[src/rtl/iec_sd_arbiter.sv]
// iec_sd_arbiter: round-robin merge of per-drive SD sector request channels onto one host SD block port.
// Latency: request seen in IDLE -> grant latched next edge -> sd_rd/sd_wr high on the edge after that.
// Backpressure: one transfer in flight; other drives hold their level requests until granted.
// Optional watchdog: define SD_ARB_TIMEOUT_EN to abort REQ/XFER after TIMEOUT cycles (sticky timeout_err).
module iec_sd_arbiter #(
  parameter int          DRIVES  = 2,
  parameter logic [23:0] TIMEOUT = 24'hFFFFFF,
  localparam int         NDR     = (DRIVES < 1) ? 1 : ((DRIVES > 4) ? 4 : DRIVES)
) (
  input  logic           clk_sys,
  input  logic           reset,
  input  logic [31:0]    drv_lba      [NDR],
  input  logic [5:0]     drv_blk_cnt  [NDR],
  input  logic [NDR-1:0] drv_rd,
  input  logic [NDR-1:0] drv_wr,
  input  logic [7:0]     drv_buff_din [NDR],
  output logic [NDR-1:0] drv_ack,
  output logic [NDR-1:0] drv_buff_wr,
  output logic [31:0]    sd_lba,
  output logic [5:0]     sd_blk_cnt,
  output logic           sd_rd,
  output logic           sd_wr,
  input  logic           sd_ack,
  input  logic           sd_buff_wr,
  output logic [7:0]     sd_buff_din,
  output logic           busy,
  output logic [1:0]     grant,
  output logic           timeout_err
);

  typedef enum logic [1:0] {
    IDLE = 2'd0,
    REQ  = 2'd1,
    XFER = 2'd2,
    REL  = 2'd3
  } state_t;

  // Highest valid drive index; the round-robin pointer wraps against this, not against 3.
  localparam logic [1:0] LAST = 2'(NDR - 1);

  state_t           state, state_nxt;
  logic [1:0]       ptr, ptr_nxt;
  logic [1:0]       grant_nxt;
  logic [31:0]      lba_nxt;
  logic [5:0]       blk_nxt;
  logic             op_rd, op_rd_nxt;
  logic             sd_rd_nxt, sd_wr_nxt;
  logic [NDR-1:0]   ack_nxt;
  logic             rel_cnt, rel_nxt;
  logic             tmo_hit;

  // Per-drive inputs padded to four entries so a 2-bit index is always in range.
  logic [3:0]       req4;
  logic [3:0]       rd4;
  logic [31:0]      lba4 [4];
  logic [5:0]       blk4 [4];
  logic [7:0]       din4 [4];

  logic [1:0]       sel;
  logic             strobe_en;

  function automatic logic [1:0] wrap_inc(input logic [1:0] idx);
    return (idx == LAST) ? 2'd0 : idx + 2'd1;
  endfunction

  // Pad the per-drive channels; absent drives read as idle.
  always_comb begin
    req4 = '0;
    rd4  = '0;
    for (int i = 0; i < 4; i++) begin
      lba4[i] = '0;
      blk4[i] = '0;
      din4[i] = '0;
    end
    for (int i = 0; i < NDR; i++) begin
      req4[i] = drv_rd[i] | drv_wr[i];
      rd4[i]  = drv_rd[i];
      lba4[i] = drv_lba[i];
      blk4[i] = drv_blk_cnt[i];
      din4[i] = drv_buff_din[i];
    end
  end

  // Round-robin pick: first requesting drive at or after ptr, wrapping at LAST.
  always_comb begin
    logic [1:0] idx;
    logic       found;
    sel   = '0;
    found = 1'b0;
    idx   = ptr;
    for (int k = 0; k < NDR; k++) begin
      if (!found && req4[idx]) begin
        sel   = idx;
        found = 1'b1;
      end
      idx = wrap_inc(idx);
    end
  end

  // Next-state and next-register values for the arbiter FSM.
  always_comb begin
    state_nxt = state;
    ptr_nxt   = ptr;
    grant_nxt = grant;
    lba_nxt   = sd_lba;
    blk_nxt   = sd_blk_cnt;
    op_rd_nxt = op_rd;
    sd_rd_nxt = 1'b0;
    sd_wr_nxt = 1'b0;
    ack_nxt   = '0;
    rel_nxt   = 1'b0;

    case (state)
      IDLE: begin
        // sd_ack is deliberately ignored here: nothing is granted.
        if (|req4) begin
          grant_nxt = sel;
          lba_nxt   = lba4[sel];
          blk_nxt   = blk4[sel];
          op_rd_nxt = rd4[sel];
          state_nxt = REQ;
        end
      end
      REQ: begin
        if (!req4[grant]) begin
          // Drive withdrew before the host answered: abort without moving ptr.
          state_nxt = IDLE;
        end else if (sd_ack) begin
          for (int i = 0; i < NDR; i++) begin
            if (grant == 2'(i)) ack_nxt[i] = 1'b1;
          end
          state_nxt = XFER;
        end else begin
          sd_rd_nxt = op_rd;
          sd_wr_nxt = ~op_rd;
        end
      end
      XFER: begin
        if (sd_ack) begin
          for (int i = 0; i < NDR; i++) begin
            if (grant == 2'(i)) ack_nxt[i] = 1'b1;
          end
        end else begin
          state_nxt = REL;
        end
      end
      REL: begin
        // A drive still requesting after two cycles is treated as a fresh request
        // and must compete again behind the other drives.
        if (!req4[grant] || rel_cnt) begin
          ptr_nxt   = wrap_inc(grant);
          state_nxt = IDLE;
        end else begin
          rel_nxt = 1'b1;
        end
      end
      default: state_nxt = IDLE;
    endcase

    if (tmo_hit) begin
      state_nxt = IDLE;
      sd_rd_nxt = 1'b0;
      sd_wr_nxt = 1'b0;
      ack_nxt   = '0;
      ptr_nxt   = wrap_inc(grant);
    end
  end

  // State register and registered host/drive outputs.
  always_ff @(posedge clk_sys or posedge reset) begin
    if (reset) begin
      state      <= IDLE;
      ptr        <= '0;
      grant      <= '0;
      sd_lba     <= '0;
      sd_blk_cnt <= '0;
      op_rd      <= 1'b0;
      sd_rd      <= 1'b0;
      sd_wr      <= 1'b0;
      drv_ack    <= '0;
      rel_cnt    <= 1'b0;
    end else begin
      state      <= state_nxt;
      ptr        <= ptr_nxt;
      grant      <= grant_nxt;
      sd_lba     <= lba_nxt;
      sd_blk_cnt <= blk_nxt;
      op_rd      <= op_rd_nxt;
      sd_rd      <= sd_rd_nxt;
      sd_wr      <= sd_wr_nxt;
      drv_ack    <= ack_nxt;
      rel_cnt    <= rel_nxt;
    end
  end

`ifdef SD_ARB_TIMEOUT_EN
  logic [23:0] tmo_cnt;
  logic        tmo_err;

  // Watchdog fires once the current REQ/XFER residency reaches TIMEOUT cycles.
  always_comb begin
    tmo_hit = ((state == REQ) || (state == XFER)) && (tmo_cnt == TIMEOUT - 24'd1);
  end

  // Watchdog counter restarts on entry to REQ or XFER; sticky error flag.
  always_ff @(posedge clk_sys or posedge reset) begin
    if (reset) begin
      tmo_cnt <= '0;
      tmo_err <= 1'b0;
    end else begin
      if ((state_nxt != state) && ((state_nxt == REQ) || (state_nxt == XFER))) begin
        tmo_cnt <= '0;
      end else if ((state == REQ) || (state == XFER)) begin
        tmo_cnt <= tmo_cnt + 24'd1;
      end else begin
        tmo_cnt <= '0;
      end
      if (tmo_hit) tmo_err <= 1'b1;
    end
  end

  assign timeout_err = tmo_err;
`else
  logic tmo_unused;
  assign tmo_unused  = ^TIMEOUT;
  assign tmo_hit     = 1'b0;
  assign timeout_err = 1'b0;
`endif

  // Buffer strobes pass only while the host is acking the granted drive.
  always_comb begin
    strobe_en   = (state == XFER) || ((state == REQ) && sd_ack && req4[grant]);
    drv_buff_wr = '0;
    for (int i = 0; i < NDR; i++) begin
      if (grant == 2'(i)) drv_buff_wr[i] = strobe_en & sd_buff_wr;
    end
  end

  assign sd_buff_din = din4[grant];
  assign busy        = (state != IDLE);

endmodule

[config.mk]
export PLATFORM = sky130hd
export DESIGN_NAME = iec_sd_arbiter
export DESIGN_NICKNAME = d
export VERILOG_FILES = /design/src/rtl/iec_sd_arbiter.sv
export SDC_FILE = /design/constraint.sdc
export NUM_CORES = 1
export LEC_CHECK = 0
export ABC_AREA = 1
export BUFFER_PORTS_ARGS = -buffer_cell sky130_fd_sc_hd__buf_2
export CAP_MARGIN = 20
export CORE_AREA = 2 2 80 82
export CTS_CLUSTER_SIZE = 20
export DETAILED_ROUTE_END_ITERATION = 10
export DIE_AREA = 0 0 82 84
export PLACE_DENSITY = 0.79
export SYNTH_ARGS = -nofsm -noshare
export SYNTH_HDL_FRONTEND = slang
export SYNTH_SLANG_ARGS = --single-unit
[constraint.sdc]
create_clock -name clk_sys -period 1.6 [get_ports clk_sys]
set_input_delay 0.16 -clock clk_sys [delete_from_list [all_inputs] [get_ports clk_sys]]
set_output_delay 0.16 -clock clk_sys [all_outputs]
set_load 0.005 [all_outputs]
# Word-level counts from Yosys, hierarchy flattened
# Cells that the tools add are included.
[totals] in_bits=100 word_cells=90 reg_bits=50 out_inout_bits=56
[op_classes] bitwise=6 n_lt_le_gt_ge=6 n_eq_ne=9 muxes=43 addsub=2 reduce_logical=14
[ops] op="binary-select mux 32 bit (select 2 bit)" count=1
[ops] op="two-way mux 32 bit" count=2
[ops] op="two-way mux 2 bit" count=11
[ops] op="two-way mux 1 bit" count=17
[ops] op="binary-select mux 8 bit (select 2 bit)" count=1
[ops] op="two-way mux 8 bit" count=2
[ops] op="binary-select mux 6 bit (select 2 bit)" count=1
[ops] op="less-than comparator 2 x 3 -> 1 bit, second input constant" count=4
[ops] op="two-way mux 6 bit" count=2
[ops] op="binary-select mux 1 bit (select 2 bit)" count=4
[ops] op="one-hot mux 2 bit (4 select lines)" count=1
[ops] op="== test 2 x 1 -> 1 bit, second input constant" count=3
[ops] op=">= comparator 3 bit, second input constant" count=2
[ops] op="inequality test 2 bit, second input constant" count=3
[ops] op="NOT 2 -> 3 bit" count=2
[ops] op="adder 2 x 1 -> 2 bit, second input constant" count=2
[ops] op="== test 2 bit, second input constant" count=2
[ops] op="zero test 2 bit" count=2
[ops] op="one-hot mux 2 bit (2 select lines)" count=1
[ops] op="AND reduction 2 bit" count=2
[ops] op="AND reduction 4 bit" count=1
[ops] op="logical AND 1 bit" count=3
[ops] op="inequality test 3 bit, second input constant" count=1
[ops] op="zero test 1 bit" count=2
[ops] op="6 further kinds" count=8

# Logic depth before layout (Yosys ltp)
# Gate-level depths: netlist (run 1).
[depth] depth_word=11 depth_mapped=9 mapped_depth_nobuf=8

# Least setup slack after synthesis (run 1)
# Ideal clock, no wire load.
[synth_path] path_kind="reg-to-reg" start="reg state[0]" end="reg sd_lba[15]" path_slack_ns=0.123 required_ns=1.476 synth_period_minus_slack_ns=1.477 n_path_buf=1 arrival_time_ns=1.353 setup_ns=0.124 path_stages_with_launch=9 path_cell_list="dfrtp_1 -> inv_1 -> ha_1 -> inv_1 -> a21oi_2 -> inv_2 -> clkbuf_1 -> a21oi_1 -> a21oi_1"
[synth_between] elab_chain_len=2
[synth_rtl] element="from (decl)" line="41" text="state_t state, state_nxt;"
[synth_rtl] element="from (signal assigned)" line="183" text="state <= state_nxt;"
[synth_rtl] element="zero test 2 bit" line="113" text="case (state)"
[synth_rtl] element="AND reduction 2 bit (no line)"
[synth_rtl] element="to (signal assigned)" line="186" text="sd_lba <= lba_nxt;"
[synth_rtl] element="to (decl)" line="19" text="output logic [31:0] sd_lba,"
# No other way between the ends.
# A chain may end at the register's enable or synchronous reset.

# Worst setup path after layout (run 1)
[layout_path] start="reg grant[0]" end="out drv_buff_wr[0]"
[layout_between] elab_chain_len=6 elab_cells_between_ends=7 classes_between="mux: 3; bitwise: 1; reduce/logical: 3"
[layout_rtl] element="from (decl)" line="27" text="output logic [1:0] grant,"
[layout_rtl] element="from (signal assigned)" line="185" text="grant <= grant_nxt;"
[layout_rtl] element="binary-select mux 1 bit (select 2 bit)" line="232" text="strobe_en = (state == XFER) || ((state == REQ) && sd_ack && req4[grant]);"
[layout_rtl] element="two-way mux 1 bit (implied by the code)" line="232"
[layout_rtl] element="logical AND 1 bit" line="232"
[layout_rtl] element="logical OR 1 bit" line="232"
[layout_rtl] element="bitwise AND 1 bit" line="235" text="if (grant == 2'(i)) drv_buff_wr[i] = strobe_en & sd_buff_wr;"
[layout_rtl] element="two-way mux 1 bit (*)" line="235"
[layout_rtl] element="to (decl)" line="18" text="output logic [NDR-1:0] drv_buff_wr,"
# Every way passes the cells marked *; elsewhere a longest branch is shown, timed or not. The select of a mux whose other input is x is not followed.

==> results of run 1 <==
logic make-up after synthesis:
family / count (synthesis)
buf+inv: 40
simple gates: 117
flops: 50
fa+ha+maj: 5
other cells: 1
compound gates: 93
power groups by stage:
stage / sequential [mW] / clock (mW) / combinational [mW]
2_1_floorplan: 2.23 / 0 / 2.10
3_3_place_gp: 2.18 / 0 / 3.29
3_5_place_dp: 2.19 / 0 / 3.42
4_1_cts: 2.18 / 1.11 / 3.51
5_1_grt: 2.24 / 1.16 / 4.26
6_report: 2.18 / 1.07 / 3.80
routing by layer:
layer,GRT usage,up-vias,part of all wire
met5,0,-,0
met4,0.0530,0,0.0091
met3,0.0206,4,0.056
met2,0.340,101,0.51
met1,0.256,1222,0.42
li1,-,1330,-
cell type report:
class / instances / area share
tap: 77 / 0.0261
inverter: 23 / 0.0261
clock inverter: 2 / 0.0163
timing repair buffer: 174 / 0.262
sequential: 50 / 0.340
multi-input combinational: 216 / 0.307
clock buffer: 6 / 0.0224
critical path: stages (launching register included):
cell and delay [ps]:
dfrtp_2 430, inv_4 60, nor2_8 100, nand2_2 60, nand2_4 80, nand2_4 50
nand2_4 60, nand2_2 50, nor2_1 90, buf_2 110
how the worst min path moves through the flow:
stage	end	slack (ps)	cells after the start
global route	sd_lba[7]	90	3
floorplan	drv_ack[0]	290	2
detailed placement	sd_blk_cnt[0]	210	2
global placement	sd_blk_cnt[0]	200	2
finish	sd_lba[26]	100	3
CTS	sd_lba[14]	90	3
cells in the mapped netlist:
library cell  instances
nor3_1                2
nor2_1               48
nor2_8                1
buf_6                 1
o21ai_1               2
nand2_4               2
inv_2                 3
nand3_2               2
a31oi_1               1
buf_4                 2
o21ai_0               3
dfrtp_1              50
nand3_1               3
nand2_2               4
a22o_1                8
nor2_4                1
a21oi_2               1
a21oi_1              77
clkbuf_1              2
nand4_1               2
a21boi_2              1
buf_2                12
inv_1                20
ha_1                  5
conb_1                1
nand2_1              52
layout by cell type, fill, tap and decap left out:
cell type,Yosys,final
a21oi_1,77,77
nor2_8,1,1
nand2_4,2,3
nor3_1,2,2
nand2_1,52,50
dfrtp_2,0,2
nor2_4,1,1
inv_2,3,4
dfrtp_1,50,48
ha_4,0,2
a21oi_4,0,1
nand4_1,2,2
buf_4,2,16
nand2_2,4,5
inv_1,20,17
nor2_1,48,48
nand3_2,2,2
o21ai_0,3,2
a22o_1,8,8
nand3_1,3,3
o21ai_1,2,2
dlygate4sd3_1,0,1
o21ai_2,0,1
conb_1,1,1
buf_2,12,154
clkbuf_8,0,6
inv_8,0,1
clkbuf_16,0,1
buf_12,0,2
a31oi_1,1,1
a21boi_2,1,1
inv_4,0,1
ha_1,5,3
bufinv_16,0,2
sequential cells by signal (all words and copies together) (netlist names), named ones only:
name / count
drv_ack: 2
sd_lba: 32
sd_rd: 1
ptr: 2
op_rd: 1
sd_blk_cnt: 6
sd_wr: 1
rel_cnt: 1
state: 1
grant: 2
per-stage QoR:
step | TNS (ps) | cell area, um2 | hold WS (ps) | worst slack [ps] | instances
2_1_floorplan | 0 | 2520 | 294 | 123 | 306
3_3_place_gp | 0 | 3380 | 204 | 5.62 | 530
3_5_place_dp | -543 | 3380 | 210 | -54.1 | 530
4_1_cts | 0 | 3580 | 87.1 | 2.51 | 543
5_1_grt | -88.1 | 3690 | 94.2 | -48.7 | 548
6_report | 0 | 3690 | 98.9 | 39.9 | 548
timing repair:
item                                    CTS  global route
hold endpoints to repair                 20             0
endpoints found under the setup margin   41            41
buffers inserted                          5             4
gates cloned                              0             1
hold buffers                              1             0
pin swaps                                 5             3
gates resized for setup                   6            15
==> out/metrics.yaml, run 1 <==
cts_buffers: 5
hpwl_um: 5040
ys_seq_area_frac: 0.497
net-switching-power_mw: 2.88
rsz0062_at_grt: "yes"
vias: 2657
hp-start: "drv_lba[26]"
dieArea_mm2: 0.00689
synth_area_mm2: 0.00252
drt_iter0_drc: 98
avgViaCountPerCell: 4.85
p_int_mw: 4.19
crit_required_ps: 1440
total_power_mw: 7.06
fin_nets: 575
synth_seq_cells: 50
grt_pass1_vias: 2421
final_util: 0.605
synth_area_leader_cell: "dfrtp_1"
min-delay-path-class: "in2reg"
power_frac_seq: 0.309
globalplace.congestion: 0.775
ioPinCount: 156
finalSetupViolations: 0
die_w_um: 82
cts_buffer_depth: 2
grt_max_degree: 42
hold_viol: 0
port_buffers: 154
grt_pass1_wl_um: 10800
path_max_fanout: 3
yosysWarnings: 0
n_antenna_cell: 0
clockPowerShare: 0.152
critical_path.startpoint: "grant[0]"
synth_compound_area_frac: 0.201
reg2reg_from: "state[0]"
fp.dieH_um: 84
drv_cap: 0
fp-row-count: 29
drtAntennaViolNets: 0
r2r_end: "sd_blk_cnt[2]"
arrival_ps: 1400
synth.distinct_cells: 26
synthSimpleGateAreaFrac: 0.203
multi_input_area_mm2: 0.00113
r2r_slack_ps: 130
syn_area_per_cell_um2: 8.22
grt_usage: 0.196
clockRootBuffer: "clkbuf_8"
ys_top_cells_by_area: "dfrtp_1, a21oi_1, nand2_1"
ir_drop_v: 0.000866
syn_inst: 306
cts.clk_slew.worst_paths_ps: 90
final_max_slew_viol_count: 0
dr.pass1.iters: 4
final.fill_count: 537
synth_top_area_frac: 0.497
area_growth_pct: 46.5
end_kind: "primary output"
drive_gt1_frac: 0.437
clkLatencyLatePin_ps: 290
p_leak_nw: 1.92
fmax_mhz: 641
initial_utilization: 0.413
syn-num-nets: 411
start_kind: "flip-flop"
fin_skew_ps: 11.4
status: "complete, no violations"
critical_path_class: "reg2out"
tritoncts: "built"
synth_xor_area_frac: 0
synth_top_family_by_area: "simple AND/OR/NAND/NOR gates"
grt_antenna_before_repair: 0
p_sw_frac: 0.407
wire_per_inst_um: 13.1
cts_sinks: 50
powerDensity_mw_per_mm2: 1920
core-area_mm2: 0.00610
crit_end: "drv_buff_wr[0]"
synthMuxAreaShare: 0
synthAdderAreaFrac: 0.0249
worstRegToRegCells: 8
seqCellArea_mm2: 0.00125
routed_wl_um: 7170
p_comb_frac: 0.539
grt-ovfl-total: 0
post-route-period-util: 0.975
drc_errors: 0
finalCriticalPeriod_ps: 1560
cts_max_level: 2
Power figures use the tool's default switching activity.
==> inputs of run 2 (changes only) <==
ABC_AREA = default   (was 1)
CORE_AREA = 2 2 79 81   (was 2 2 80 82)
CTS_BUF_LIST = sky130_fd_sc_hd__clkbuf_8   (was default)
DIE_AREA = 0 0 81 83   (was 0 0 82 84)
PLACE_DENSITY = 0.81   (was 0.79)
==> out/metrics.yaml, run 2 <==
synth_xor_area_frac: 0
min-delay-path-class: "in2reg"
finalSetupViolations: 3
synth_area_mm2: 0.00256
synth-edff-count: 0
grt_pass1_vias: 2321
synthMostInstantiatedCell: "dfrtp_1"
synth_top_area_frac: 0.489
dieArea_mm2: 0.00672
fp-row-count: 28
core-area_mm2: 0.00582
synth.distinct_cells: 33
setup_ws_ps: -179
synthSimpleGateAreaFrac: 0.126
final_common_cell: "buf_2"
avgViaCountPerCell: 4.75
n_antenna_cell: 0
dr.pass1.iters: 4
grt_usage: 0.190
layout_common_cells: "buf_2, dfrtp_1, mux2i_1"
syn_area_per_cell_um2: 10.2
vias: 2306
end_kind: "primary output"
post-route-period-util: 1.11
drc_errors: 0
drive_gt1_frac: 0.461
crit_required_ps: 1440
synthMuxAreaShare: 0.188
violations: "negative setup slack"
cts.clk_slew.worst_paths_ps: 80
start_kind: "flip-flop"
grt_antenna_before_repair: 0
syn-num-nets: 356
path_max_fanout: 4
synth_top_family_by_area: "multiplexers"
critical_path_class: "reg2out"
placed_area_mm2: 0.00345
synth_seq_cells: 50
yosysWarnings: 0
clockRootBuffer: "clkbuf_8"
port_buffers: 154
initial_utilization: 0.440
fin_cells: 485
rsz0062_at_grt: "yes"
async_flop_share: 1.00
cts_sinks: 50
synth_compound_area_frac: 0.119
reg_top3: "sd_lba: 32 flops, sd_blk_cnt: 6 flops"
clkLatencyLatePin_ps: 290
tritoncts: "built"
fp.dieH_um: 83
final_max_slew_viol_count: 0
largest-register: "sd_lba"
p_leak_nw: 2.04
synth_flop_cell: "dfrtp_1"
synthAdderAreaFrac: 0.0245
syn_inst: 251
status: "finished, violations left"
powerDensity_mw_per_mm2: 1620
drtAntennaViolNets: 0
yosys-top-cells-count: "dfrtp_1, mux2i_1, nand2_1"
fin_nets: 515
drt_iter0_drc: 108
hpwl_um: 4930
finalCriticalPeriod_ps: 1780
setup_tns_ps: -494
r2r_slack_ps: -160
cts_buffers: 5
cts_buffer_depth: 2
hold_viol: 0
synth_area_leader_cell: "dfrtp_1"
drv_cap: 0
ioPinCount: 156
place_inst: 474
ys_top_cells_by_area: "dfrtp_1, mux2i_1, nand2_1"
total_power_mw: 5.85
grt_pass1_wl_um: 10200
wire_per_inst_um: 12.7
grt_max_degree: 42
ys_seq_area_frac: 0.489
fin_skew_ps: 4.80
cts_max_level: 2
fmax_mhz: 562
grt-ovfl-total: 0
ir_drop_v: 0.000883
routed_wl_um: 6140
largest_reg_flops: 32
arrival_ps: 1620
final_area_mm2: 0.00362
globalplace.congestion: 0.759
area_growth_pct: 41.5
die_w_um: 81
run 2: cell types whose count changed in the layout (fill, tap and decap cells not counted), moves of 3 or more:
cell     before  now
nand2_1      50   43
a22o_1        8    0
a21oi_1      77    3
buf_4        16   11
nand2_2       5    0
o21ai_1       2    9
mux2i_1       0   47
nand2_4       3    0
nor2_1       48   14
o21ai_0       2   31
inv_1        17    5
run 2: cell type report:
| class | count | area (um2) |
|---|---|---|
| multi-input combinational | 176 | 1210 |
| inverter | 8 | 30.0 |
| timing repair buffer | 169 | 923 |
| sequential | 50 | 1250 |
| clock buffer | 6 | 82.6 |
| fill | 506 | 2200 |
| tap | 75 | 93.8 |
| clock inverter | 1 | 30.0 |
run 2: final timing paths:
kind	from	endpoint	cells past startpoint
worst max register to register	grant[0]	flip-flop	5
worst min register to register	op_rd	sd_wr	1
worst max-delay path	grant[0]	drv_buff_wr[1]	5
max in group asynchronous	reset	sd_lba[3]	4
worst min-delay path	drv_lba[19]	sd_lba[19]	3
min in group asynchronous	reset	sd_lba[25]	3
run 2: layer usage:
metal / vias to the layer above / GRT usage / part of all wire
li1: 1173 / - / -
met1: 1038 / 0.227 / 0.40
met2: 86 / 0.338 / 0.51
met3: 9 / 0.0424 / 0.067
met4: 0 / 0.0508 / 0.015
met5: - / 0 / 0
run 2: kinds of logic after synthesis:
logic type / after synthesis
compound gates: 53
mux: 48
simple gates: 69
fa+ha+maj: 5
flops: 50
buf+inv: 25
other cells: 1
run 2: critical path: stages (launching register included):
cell and delay (ps):
dfrtp_1 420, nor3b_4 180, nor4b_4 270, a21o_1 160, and4_1 190, buf_2 110
run 2: power breakdown:
group | total [mW] | switching (mW) | internal [mW]
Clock | 0.877 | 0.377 | 0.500
Sequential | 2.14 | 0.297 | 1.84
Combinational | 2.84 | 1.44 | 1.39
Total | 5.85 | 2.12 | 3.73
run 2: repair_timing:
item                       in CTS  in global routing
setup buffers                   3                  0
pin swaps                       2                  1
hold endpoints to repair       18                  0
resized for setup               4                  3
hold buffers                    1                  0
setup endpoints to repair       3                 33
run 2: through the flow:
step,worst slack (ps),hold WS (ps),util
after detailed placement,22.5,189,0.594
after floorplan,-22.7,310,-
after CTS,-189,122,0.621
after global placement,58.4,179,0.594
after global routing,-279,132,0.622
final,-179,134,0.622
